[src/rtl/mix_scheduler.sv]
// rtl/mix_scheduler.sv - per-tick voice mixer: polls enabled voices, sums, saturates, pushes one stereo sample.
module mix_scheduler #(
  parameter int NUM_VOICES = 4,
  parameter int SAMPLE_W   = 32,
  parameter int TIMEOUT    = 255,
  localparam int IDX_W     = $clog2(NUM_VOICES)
) (
  input  logic                  clk,
  input  logic                  aclr,
  input  logic                  tick,
  input  logic [NUM_VOICES-1:0] voice_en,
  output logic                  voice_req,
  output logic [IDX_W-1:0]      voice_idx,
  input  logic                  voice_valid,
  input  logic [SAMPLE_W-1:0]   voice_l,
  input  logic [SAMPLE_W-1:0]   voice_r,
  output logic [2*SAMPLE_W-1:0] sample,
  output logic                  wrreq,
  input  logic                  wrfull,
  output logic                  busy,
  output logic [15:0]           overrun_cnt,
  output logic                  err_timeout
);

  localparam int AW = SAMPLE_W + IDX_W;
  localparam logic [IDX_W-1:0] LAST_IDX  = IDX_W'(NUM_VOICES - 1);
  localparam logic [7:0]       WAIT_LAST = 8'(TIMEOUT - 1);
  localparam logic signed [AW-1:0] MAX_V = {{(IDX_W+1){1'b0}}, {(SAMPLE_W-1){1'b1}}};
  localparam logic signed [AW-1:0] MIN_V = {{(IDX_W+1){1'b1}}, {(SAMPLE_W-1){1'b0}}};

  typedef enum logic [2:0] {IDLE, SCAN, REQ, WAIT, SAT, WRITE} state_t;

  state_t                 state, next;
  logic [IDX_W-1:0]       idx;
  logic [7:0]             wait_cnt;
  logic signed [AW-1:0]   acc_l, acc_r;
  logic                   last, wait_done;

  function automatic logic [SAMPLE_W-1:0] clamp(input logic signed [AW-1:0] v);
    if (v > MAX_V)      return {1'b0, {(SAMPLE_W-1){1'b1}}};
    else if (v < MIN_V) return {1'b1, {(SAMPLE_W-1){1'b0}}};
    else                return v[SAMPLE_W-1:0];
  endfunction

  assign last      = (idx == LAST_IDX);
  assign wait_done = (wait_cnt == WAIT_LAST);
  assign voice_idx = idx;

  always_comb begin
    next      = state;
    voice_req = 1'b0;
    wrreq     = 1'b0;
    busy      = (state != IDLE);
    case (state)
      IDLE:  if (tick) next = SCAN;
      SCAN: begin
        if (voice_en[idx]) next = REQ;
        else if (last)     next = SAT;
      end
      REQ: begin
        voice_req = 1'b1;
        next      = WAIT;
      end
      WAIT:  if (voice_valid || wait_done) next = last ? SAT : SCAN;
      SAT:   next = WRITE;
      WRITE: begin
        wrreq = ~wrfull;
        if (!wrfull) next = IDLE;
      end
      default: next = IDLE;
    endcase
  end

  always_ff @(posedge clk or posedge aclr) begin
    if (aclr) begin
      state       <= IDLE;
      idx         <= '0;
      wait_cnt    <= '0;
      acc_l       <= '0;
      acc_r       <= '0;
      sample      <= '0;
      overrun_cnt <= '0;
      err_timeout <= 1'b0;
    end else begin
      state <= next;
      // Any tick we cannot start a frame on is dropped and counted.
      if (tick && state != IDLE && overrun_cnt != 16'hFFFF)
        overrun_cnt <= overrun_cnt + 16'd1;
      case (state)
        IDLE: if (tick) begin
          acc_l <= '0;
          acc_r <= '0;
          idx   <= '0;
        end
        SCAN: if (!voice_en[idx] && !last) idx <= idx + IDX_W'(1);
        WAIT: begin
          if (voice_valid) begin
            acc_l    <= acc_l + {{IDX_W{voice_l[SAMPLE_W-1]}}, voice_l};
            acc_r    <= acc_r + {{IDX_W{voice_r[SAMPLE_W-1]}}, voice_r};
            wait_cnt <= '0;
            if (!last) idx <= idx + IDX_W'(1);
          end else if (wait_done) begin
            err_timeout <= 1'b1;
            wait_cnt    <= '0;
            if (!last) idx <= idx + IDX_W'(1);
          end else begin
            wait_cnt <= wait_cnt + 8'd1;
          end
        end
        SAT: sample <= {clamp(acc_l), clamp(acc_r)};
        default: ;
      endcase
    end
  end

endmodule

[config.mk]
export PLATFORM = sky130hd
export DESIGN_NAME = mix_scheduler
export DESIGN_NICKNAME = d
export VERILOG_FILES = /design/src/rtl/mix_scheduler.sv
export SDC_FILE = /design/constraint.sdc
export NUM_CORES = 1
export LEC_CHECK = 0
export BUFFER_PORTS_ARGS = -buffer_cell sky130_fd_sc_hd__clkbuf_2
export CORE_AREA = 2 2 132 160
export CTS_CLUSTER_SIZE = 28
export DETAILED_ROUTE_END_ITERATION = 8
export DIE_AREA = 0 0 134 162
export HOLD_SLACK_MARGIN = 0.08
export MAX_ROUTING_LAYER = met4
export PLACE_DENSITY = 0.74
export SYNTH_ARGS = -nofsm -noshare
export SYNTH_HDL_FRONTEND = slang
export SYNTH_SLANG_ARGS = --single-unit
[constraint.sdc]
create_clock -name clk -period 4.5 [get_ports clk]
set_input_delay 0.45 -clock clk [delete_from_list [all_inputs] [get_ports clk]]
set_output_delay 0.45 -clock clk [all_outputs]
set_load 0.01 [all_outputs]
After elaboration in Yosys (flattened, before gate mapping)

Cells that the tools add are included.

Register bits after elaboration: 162
Input port bits: 73
Output and inout bits: 86
Word-level logic and storage cells: 77

Add/subtract/negate cells: 5
Order comparisons: 5
Equality and inequality tests: 15
Multiplexer cells: 28
Bitwise operators: 2
Reductions and logical operators: 14

Operators by type and width:

| kind                  | number |
|---|---|
| $pmux 34 s2           | 2 |
| $mux 32               | 4 |
| $mux 34               | 3 |
| $add 34x34->34        | 2 |
| $gt 34x32->1 const B  | 2 |
| $lt 34x32->1 const B  | 2 |
| $mux 3                | 6 |
| $pmux 3 s6            | 1 |
| $add 16x1->16 const B | 1 |
| $mux 8                | 2 |
| $ne 16x16->1 const B  | 1 |
| $mux 2                | 5 |
| $ne 2x2->1 const B    | 5 |
| $add 8x1->8 const B   | 1 |
| $eq 8x8->1 const B    | 1 |
| $reduce_and 4->1      | 2 |
| $eq 3x2->1 const B    | 2 |
| $eq 3x3->1 const B    | 2 |
| $ne 3x3->1 const B    | 2 |
| $pmux 2 s3            | 1 |
| $reduce_and 3->1      | 2 |
| $reduce_bool 3->1     | 2 |
| $eq 3x1->1 const B    | 1 |
| $logic_and 1x1->1     | 3 |
| 10 further kinds      | 14 |

Longest topological paths before layout

Gate-level depths: netlist (run 1).

Word-level depth: 6
Depth in mapped cells: 12
Gate-level depth less buffers: 12

Worst setup path before layout (run 1)

No wires, ideal clock.

Path kind: input to register
Start: input voice_r[0]
End: register acc_r[32]
Library setup time: 132 ps
Arrival time: 2703 ps
Data required time: 4368 ps
Path slack: 1665 ps
Cell stages on the path: 12
Buffers on the path: 0
Cells stage by stage: ha_1 > inv_1 > fa_1 > nand2b_1 > a21oi_2 > o31a_1 > o21ai_2 > o41ai_4 > a21oi_2 > o41ai_2 > xnor2_1 > o21ai_1

Cells in the longest elaborated chain, start to end: 3

RTL lines:

| what                 | line | text |
|---|---|---|
| start, declared      | 16   | `input logic [SAMPLE_W-1:0] voice_r,` |
| $add 34x34->34       | 99   | `acc_r <= acc_r + {{IDX_W{voice_r[SAMPLE_W-1]}}, voice_r};` |
| $mux 34              | 97   | `if (voice_valid) begin` |
| $pmux 34 s2          | 89   | `case (state)` |
| end signal, assigned | 99   |  |
| end, declared        | 36   | `logic signed [AW-1:0] acc_l, acc_r;` |

No other way between the ends. The select of a mux whose other input is x is not followed.
A chain may end at the register's enable or synchronous reset.

Worst setup path in the final report (run 1)

Start: register acc_l[0]
End: register acc_l[32]

Cells in the longest elaborated chain, start to end: 3

RTL lines:

| what                   | line | text |
|---|---|---|
| start, declared        | 36   |  |
| start signal, assigned | 98   | `acc_l <= acc_l + {{IDX_W{voice_l[SAMPLE_W-1]}}, voice_l};` |
| $add 34x34->34         | 98   |  |
| $mux 34                | 97   |  |
| $pmux 34 s2            | 89   |  |

No other way between the ends. The select of a mux whose other input is x is not followed.

==> results.json, run 1 <==
{
  "outcome": "complete, no violations",
  "drive_gt1_share_pct": 17.9,
  "final-setup-viol-count": 0,
  "synth_area_mm2": 0.00994,
  "max_freq_mhz": 306,
  "worst_pin_slew_ps": 1050,
  "die_w_um": 134,
  "synth_edf_count": 0,
  "die_h_um": 162,
  "p_leak_uw": 0.00565,
  "vdd_ir_drop_max_mv": 0.336,
  "timing.rr.end": "acc_l[32]",
  "place_hpwl_um": 18100,
  "skew_ps": 13.4,
  "antenna_found_initial": 0,
  "place_area_mm2": 0.0110,
  "firstDrtPassIters": 7,
  "cts_root_buf": "clkbuf_16",
  "cts_max_path_buffers": 2,
  "area_growth_pct": 16.9,
  "ys_seq_area_share_pct": 40.8,
  "synthFlopType": "dfrtp_1",
  "critPathKind": "reg -> reg",
  "viasPerCell": 5.61,
  "gp_congestion": 0.912,
  "hold_viol": 0,
  "setup_slack_ps": 1230,
  "synthCells": 1138,
  "rsz0062_at_grt": "no",
  "fin_crit_ps": 3270,
  "initial_core_util_pct": 49.6,
  "antenna_cells": 0,
  "syn_area_per_cell_um2": 8.73,
  "relSlewSlack_pct": 29.8,
  "cp_max_fo": 5,
  "post-cts-setup-buffers": 0,
  "cp-start-kind": "flip-flop",
  "final_nets": 1420,
  "crit_family": "compound AO/OA/AOI/OAI gates",
  "synth_top_area_share_pct": 40.8,
  "async_reset_ff_share_pct": 100,
  "grt_first_pass_wirelength_um": 41500,
  "required_ps": 4850,
  "period_share_pct": 72.7,
  "ctsResizeCount": 0,
  "grt_max_degree": 89,
  "wl_um": 24900,
  "core_area_mm2": 0.0200,
  "gr-total-overflow": 0,
  "crit_path_end_kind": "flip-flop",
  "drt-initial-drc-count": 494,
  "via_count": 8712,
  "yosys_register_bits": 162,
  "maxSlewViolCount": 0,
  "grt_usage_pct": 24.3,
  "clock_latency_ps": 430,
  "cts_buffers": 17,
  "pin_count": 159,
  "cap_violations": 0,
  "drcViolationCount": 0,
  "cp_cell_sequence": "ha_1 -> inv_1 -> fa_1 -> nand2b_1 -> a21oi_1 -> o211ai_1 -> a2111oi_0 -> nor2_1 -> nor4b_1 -> a211oi_1 -> xor2_1 -> o21ai_1",
  "cts_tree": "done",
  "fin_util_pct": 58.0,
  "pwr_density_cell_mw_per_mm2": 700,
  "power_uw": 8130,
  "ys_warn_count": 0,
  "cp.buffers_inverters": 1,
  "die-area_mm2": 0.0217,
  "stdcell_area_mm2": 0.0116,
  "htreeDepth": 4,
  "wl_per_cell_um": 16.0,
  "cts_hold_buf": 0,
  "max_stage_delay_ps": 580,
  "yosysTopAreaCell": "dfrtp_1",
  "port_buffers": 158,
  "reg2reg_from": "acc_l[0]",
  "cp.arrival_ps": 3620,
  "grt_pass1_vias": 8554,
  "place_ws_ps": 1170,
  "synthDistinctLibCells": 63,
  "synth.area.top_cells": "dfrtp_1 41%, ha_1 8.8%, o21ai_0 7.5%, nand2_1 6.8%, nor2_1 4.2%",
  "clock-sinks": 162,
  "critPathSlowestCell": "a2111oi_0",
  "r2r_cells": 12,
  "hold_class": "in -> async",
  "rows": 57,
  "clkTransAtPathRegs_ps": 70,
  "antenna_left": 0,
  "syn-num-nets": 1283,
  "r2r_slack_ps": 1230,
  "setup_tns_ps": 0
}
## where the power goes
part,total (uW),internal (uW),switching (uW)
combinational,4000,1610,2390
clock,1610,947,660
sequential,2530,2050,479
total,8130,4600,3530
## registers in the layout, summed over array words and instances, names as in the netlist
| register | cells |
|---|---|
| overrun_cnt | 16 |
| sample | 64 |
| err_timeout | 1 |
| wait_cnt | 8 |
| acc_l | 34 |
| acc_r | 34 |
| state | 3 |
| voice_idx | 2 |
## worst register-to-register path: stages (launching register included)
cell and delay (ps):
dfrtp_1 370, ha_1 200, inv_1 70, fa_1 380
nand2b_1 180, a21oi_1 240, o211ai_1 210, a2111oi_0 580
nor2_1 230, nor4b_1 360, a211oi_1 100, xor2_1 150
o21ai_1 120
## layout by cell type, fill, tap and decap left out, types with 5 or more instances in the layout
master / Yosys / routed
dfrtp_1: 162 / 162
xor2_1: 33 / 33
nand2_1: 181 / 180
ha_1: 70 / 70
buf_4: 0 / 10
clkbuf_2: 1 / 158
o21ai_0: 149 / 149
a22o_1: 5 / 5
nand4_1: 14 / 14
o21bai_1: 13 / 13
clkbuf_16: 0 / 17
nand3_1: 34 / 34
nand2b_1: 9 / 9
a21oi_1: 61 / 60
a21o_1: 28 / 28
o21a_1: 5 / 5
and2_1: 6 / 6
inv_6: 0 / 6
or3_1: 5 / 5
o31ai_1: 10 / 10
nor2_1: 112 / 110
and3_1: 8 / 8
a211oi_1: 9 / 9
xnor2_1: 41 / 41
inv_1: 25 / 24
o21ai_1: 12 / 12
nor3_1: 18 / 18
## cell usage after synthesis, drive strengths merged, types with 5 or more instances
library cell  count
a22o              5
inv              25
ha               70
and3              8
o21a              5
xor2             33
nor3             18
clkbuf           46
dfrtp           162
o21bai           13
buf               5
nand3            34
o21ai           163
nand2b            9
a21o             28
a21oi            63
or3               5
o41ai             6
nand4            14
a211oi           11
and2              7
xnor2            41
nand2           181
nor2            112
o31ai            15
## stage by stage
stage               std cells  hold slack [ps]
floorplan                1138              469
global route             1553              239
global placement         1521              444
finish                   1553              180
CTS                      1553              193
detailed placement       1521              450
## final cells by class
cell class / count / area (um^2)
Tap cell: 265 / 332
Sequential cell: 162 / 4050
Inverter: 25 / 97.6
Clock buffer: 17 / 425
Fill cell: 1815 / 8420
Clock inverter: 15 / 216
Multi-Input combinational cell: 900 / 5610
Timing Repair Buffer: 169 / 886
## how the worst max path moves through the flow
stage	startpoint	end	slack [ps]	depth (start not counted)
floorplan	voice_r[0]	acc_r[32]	1660	12
global placement	voice_l[0]	acc_l[32]	1210	13
detailed placement	voice_l[0]	acc_l[32]	1170	13
CTS	acc_l[0]	acc_l[32]	1300	12
global route	acc_l[0]	acc_l[32]	1010	12
finish	acc_l[0]	acc_l[32]	1230	12
## per-layer routing
metal | track usage [%] | vias to the layer above | wire [um]
met3 | 4.21 | 37 | 1040
li1 | - | 4300 | -
met4 | 6.96 | 0 | 395
met5 | - | - | 0
met2 | 41.7 | 185 | 12600
met1 | 29.3 | 4190 | 10800
## logic make-up (layout without fill, tap and decap cells)
family	count (synthesis)	after routing	share of synthesized area, %
xor+xnor	74	74	6.52
flops	162	162	40.8
fa+ha+maj	72	72	9.21
compound gates	341	341	22.0
simple gates	406	406	17.7
mux	7	7	0.856
buf+inv	76	226	2.95
(Power assumes the default switching activity.)
==> run 2: changes to the inputs <==
- clock period: 4.5 -> 2.8 ns (I/O delays scaled with it)
==> run 2 against run 1 <==
Against the previous run: die area stayed put; clock power up 52%; critical path depth is 1 higher; global-route usage grew 0.15 points; wire length is 3.2% higher; core utilization is 3.1 points higher; clock-buffer cell count is 3 higher; power grew 67%; final area increased by 5.3%; sequential power is 61% higher.
==> results.json, run 2 (synthesized netlist as in run 1, its figures left out) <==
{
  "outcome": "complete, no violations",
  "critPathKind": "reg -> reg",
  "period_share_pct": 98.5,
  "final-setup-viol-count": 0,
  "power.share.clock_pct": 17.9,
  "met3_usage_pct": 4.00,
  "fin_crit_ps": 2760,
  "power_frac_comb_pct": 52.2,
  "max_stage_delay_ps": 350,
  "initial_core_util_pct": 49.6,
  "crit_path_end_kind": "flip-flop",
  "cp.buffers_inverters": 2,
  "fin_util_pct": 61.1,
  "switching_share_pct": 42.9,
  "p_leak_uw": 0.00590,
  "cp_max_fo": 3,
  "final_nets": 1466,
  "mostFrequentLayoutCells": "180 x nand2_1, 162 x dfrtp_1, 158 x clkbuf_2, 144 x o21ai_0, 110 x nor2_1",
  "gp_congestion": 0.950,
  "fin_cells": 1600,
  "p_switching_uw": 5850,
  "via_count": 8871,
  "top_register": "sample",
  "die_h_um": 162,
  "die-area_mm2": 0.0217,
  "layout_commonest_cell": "nand2_1",
  "cts_tree": "done",
  "wl_um": 25700,
  "hold_class": "in -> reg",
  "htreeDepth": 4,
  "viasPerCell": 5.54,
  "core_area_mm2": 0.0200,
  "clock-sinks": 162,
  "port_buffers": 158,
  "antenna_found_initial": 0,
  "wl_per_cell_um": 16.0,
  "worst_pin_slew_ps": 947,
  "stdcell_area_mm2": 0.0122,
  "area_growth_pct": 23.1,
  "skew_ps": 10.7,
  "relSlewSlack_pct": 36.8,
  "place_area_mm2": 0.0113,
  "p_int_uw": 7770,
  "grt_usage_pct": 24.4,
  "drt-initial-drc-count": 479,
  "max_freq_mhz": 362,
  "power_frac_seq_pct": 29.9,
  "top_regs": "sample x64, acc_l x34, acc_r x34",
  "cap_violations": 0,
  "rsz0062_at_grt": "yes",
  "antenna_left": 0,
  "grt_first_pass_wirelength_um": 41700,
  "cp-start-kind": "flip-flop",
  "clock_latency_ps": 430,
  "grt_pass1_vias": 8646,
  "use_met2_pct": 42.4,
  "grt_max_degree": 58,
  "rows": 57,
  "power_uw": 13600,
  "crit_family": "compound AO/OA/AOI/OAI gates",
  "vdd_ir_drop_max_mv": 0.681,
  "cts_root_buf": "clkbuf_16",
  "largest_register_ffs": 64,
  "maxSlewViolCount": 0,
  "firstDrtPassIters": 5,
  "cp.arrival_ps": 3050,
  "dp.cells": 1551,
  "place_hpwl_um": 18600,
  "drcViolationCount": 0,
  "clkTransAtPathRegs_ps": 60,
  "required_ps": 3090,
  "die_w_um": 134,
  "cts_max_path_buffers": 2,
  "cts_buffers": 17,
  "hold_viol": 0,
  "gr-total-overflow": 0,
  "critPathSlowestCell": "dfrtp_1",
  "pin_count": 159,
  "pwr_density_cell_mw_per_mm2": 1110,
  "drive_gt1_share_pct": 22.9,
  "grt.busiest_layer": "met2",
  "grt.met1_usage_pct": 29.4,
  "cp_cell_sequence": "ha_2 -> inv_2 -> fa_2 -> nand2b_4 -> a21oi_4 -> o31a_1 -> o2111ai_2 -> a2111oi_4 -> buf_4 -> o31ai_4 -> o21bai_1 -> xnor2_1 -> o21ai_1"
}
==> run 2: cell count changes in the layout (fill, tap and decap cells not counted), sizes merged <==
cell,previous run,this run
dlygate4sd3,0,1
clkbuf,175,178
clkinv,2,5
diode,0,1
inv,31,26
buf,11,56
bufinv,4,3
==> run 2: worst paths after layout <==
kind | cells after the start | from | endpoint | slack, ps
worst max-delay path | 13 | acc_r[0] | acc_r[30] | 40
worst min-delay path | 3 | voice_valid | err_timeout | 230
worst max register to register | 13 | acc_r[0] | acc_r[30] | 40
worst min register to register | 2 | sample[23] | sample[23] | 480
max in group asynchronous | 4 | aclr | sample[63] | 1540
min in group asynchronous | 3 | aclr | sample[28] | 530
==> run 2: through the flow <==
stage | setup WS, ps | hold WS [ps] | TNS (ps)
global placement | -312 | 437 | -1440
detailed placement | -235 | 444 | -1340
global route | -109 | 231 | -343
floorplan | 58.7 | 460 | 0
CTS | 10.1 | 214 | 0
finish | 41.2 | 227 | 0
==> run 2: worst min-delay path, delay by kind of cell <==
kind / cells / cell delay (ps)
buffers and inverters: 1 / 110
and+or+nand+nor: 1 / 60
AOI/OAI and AO/OA: 1 / 160
==> run 2: timing repair <==
action	4_1_cts	5_1_grt
setup endpoints to repair	11	15
pin swaps	8	30
resized for setup	7	41
buffers inserted	2	13
hold endpoints to repair	29	0
hold buffers	1	0
==> run 2: power groups by stage <==
| stage | combinational, uW | clock [uW] | sequential (uW) |
|---|---|---|---|
| after floorplan | 4520 | 0 | 4140 |
| after global placement | 6580 | 0 | 4050 |
| after detailed placement | 6670 | 0 | 4090 |
| after CTS | 6770 | 2490 | 4050 |
| after global routing | 7950 | 2590 | 4200 |
| final | 7110 | 2440 | 4070 |
==> run 2: metal layers <==
| metal | share of wire (%) | up-vias |
|---|---|---|
| met1 | 43 | 4224 |
| met5 | 0 | - |
| met3 | 3.5 | 46 |
| li1 | - | 4405 |
| met4 | 2.0 | 0 |
| met2 | 51 | 196 |
==> run 2: final cells by class <==
cell class | count | area (um^2)
multi-input cells | 900 | 5850
diodes | 1 | 2.50
fillers | 1716 | 7800
repair buffers | 215 | 1280
inverters | 25 | 97.6
clock inverters | 12 | 155
flip-flops and latches | 162 | 4050
clock buffers | 20 | 457
well taps | 265 | 332
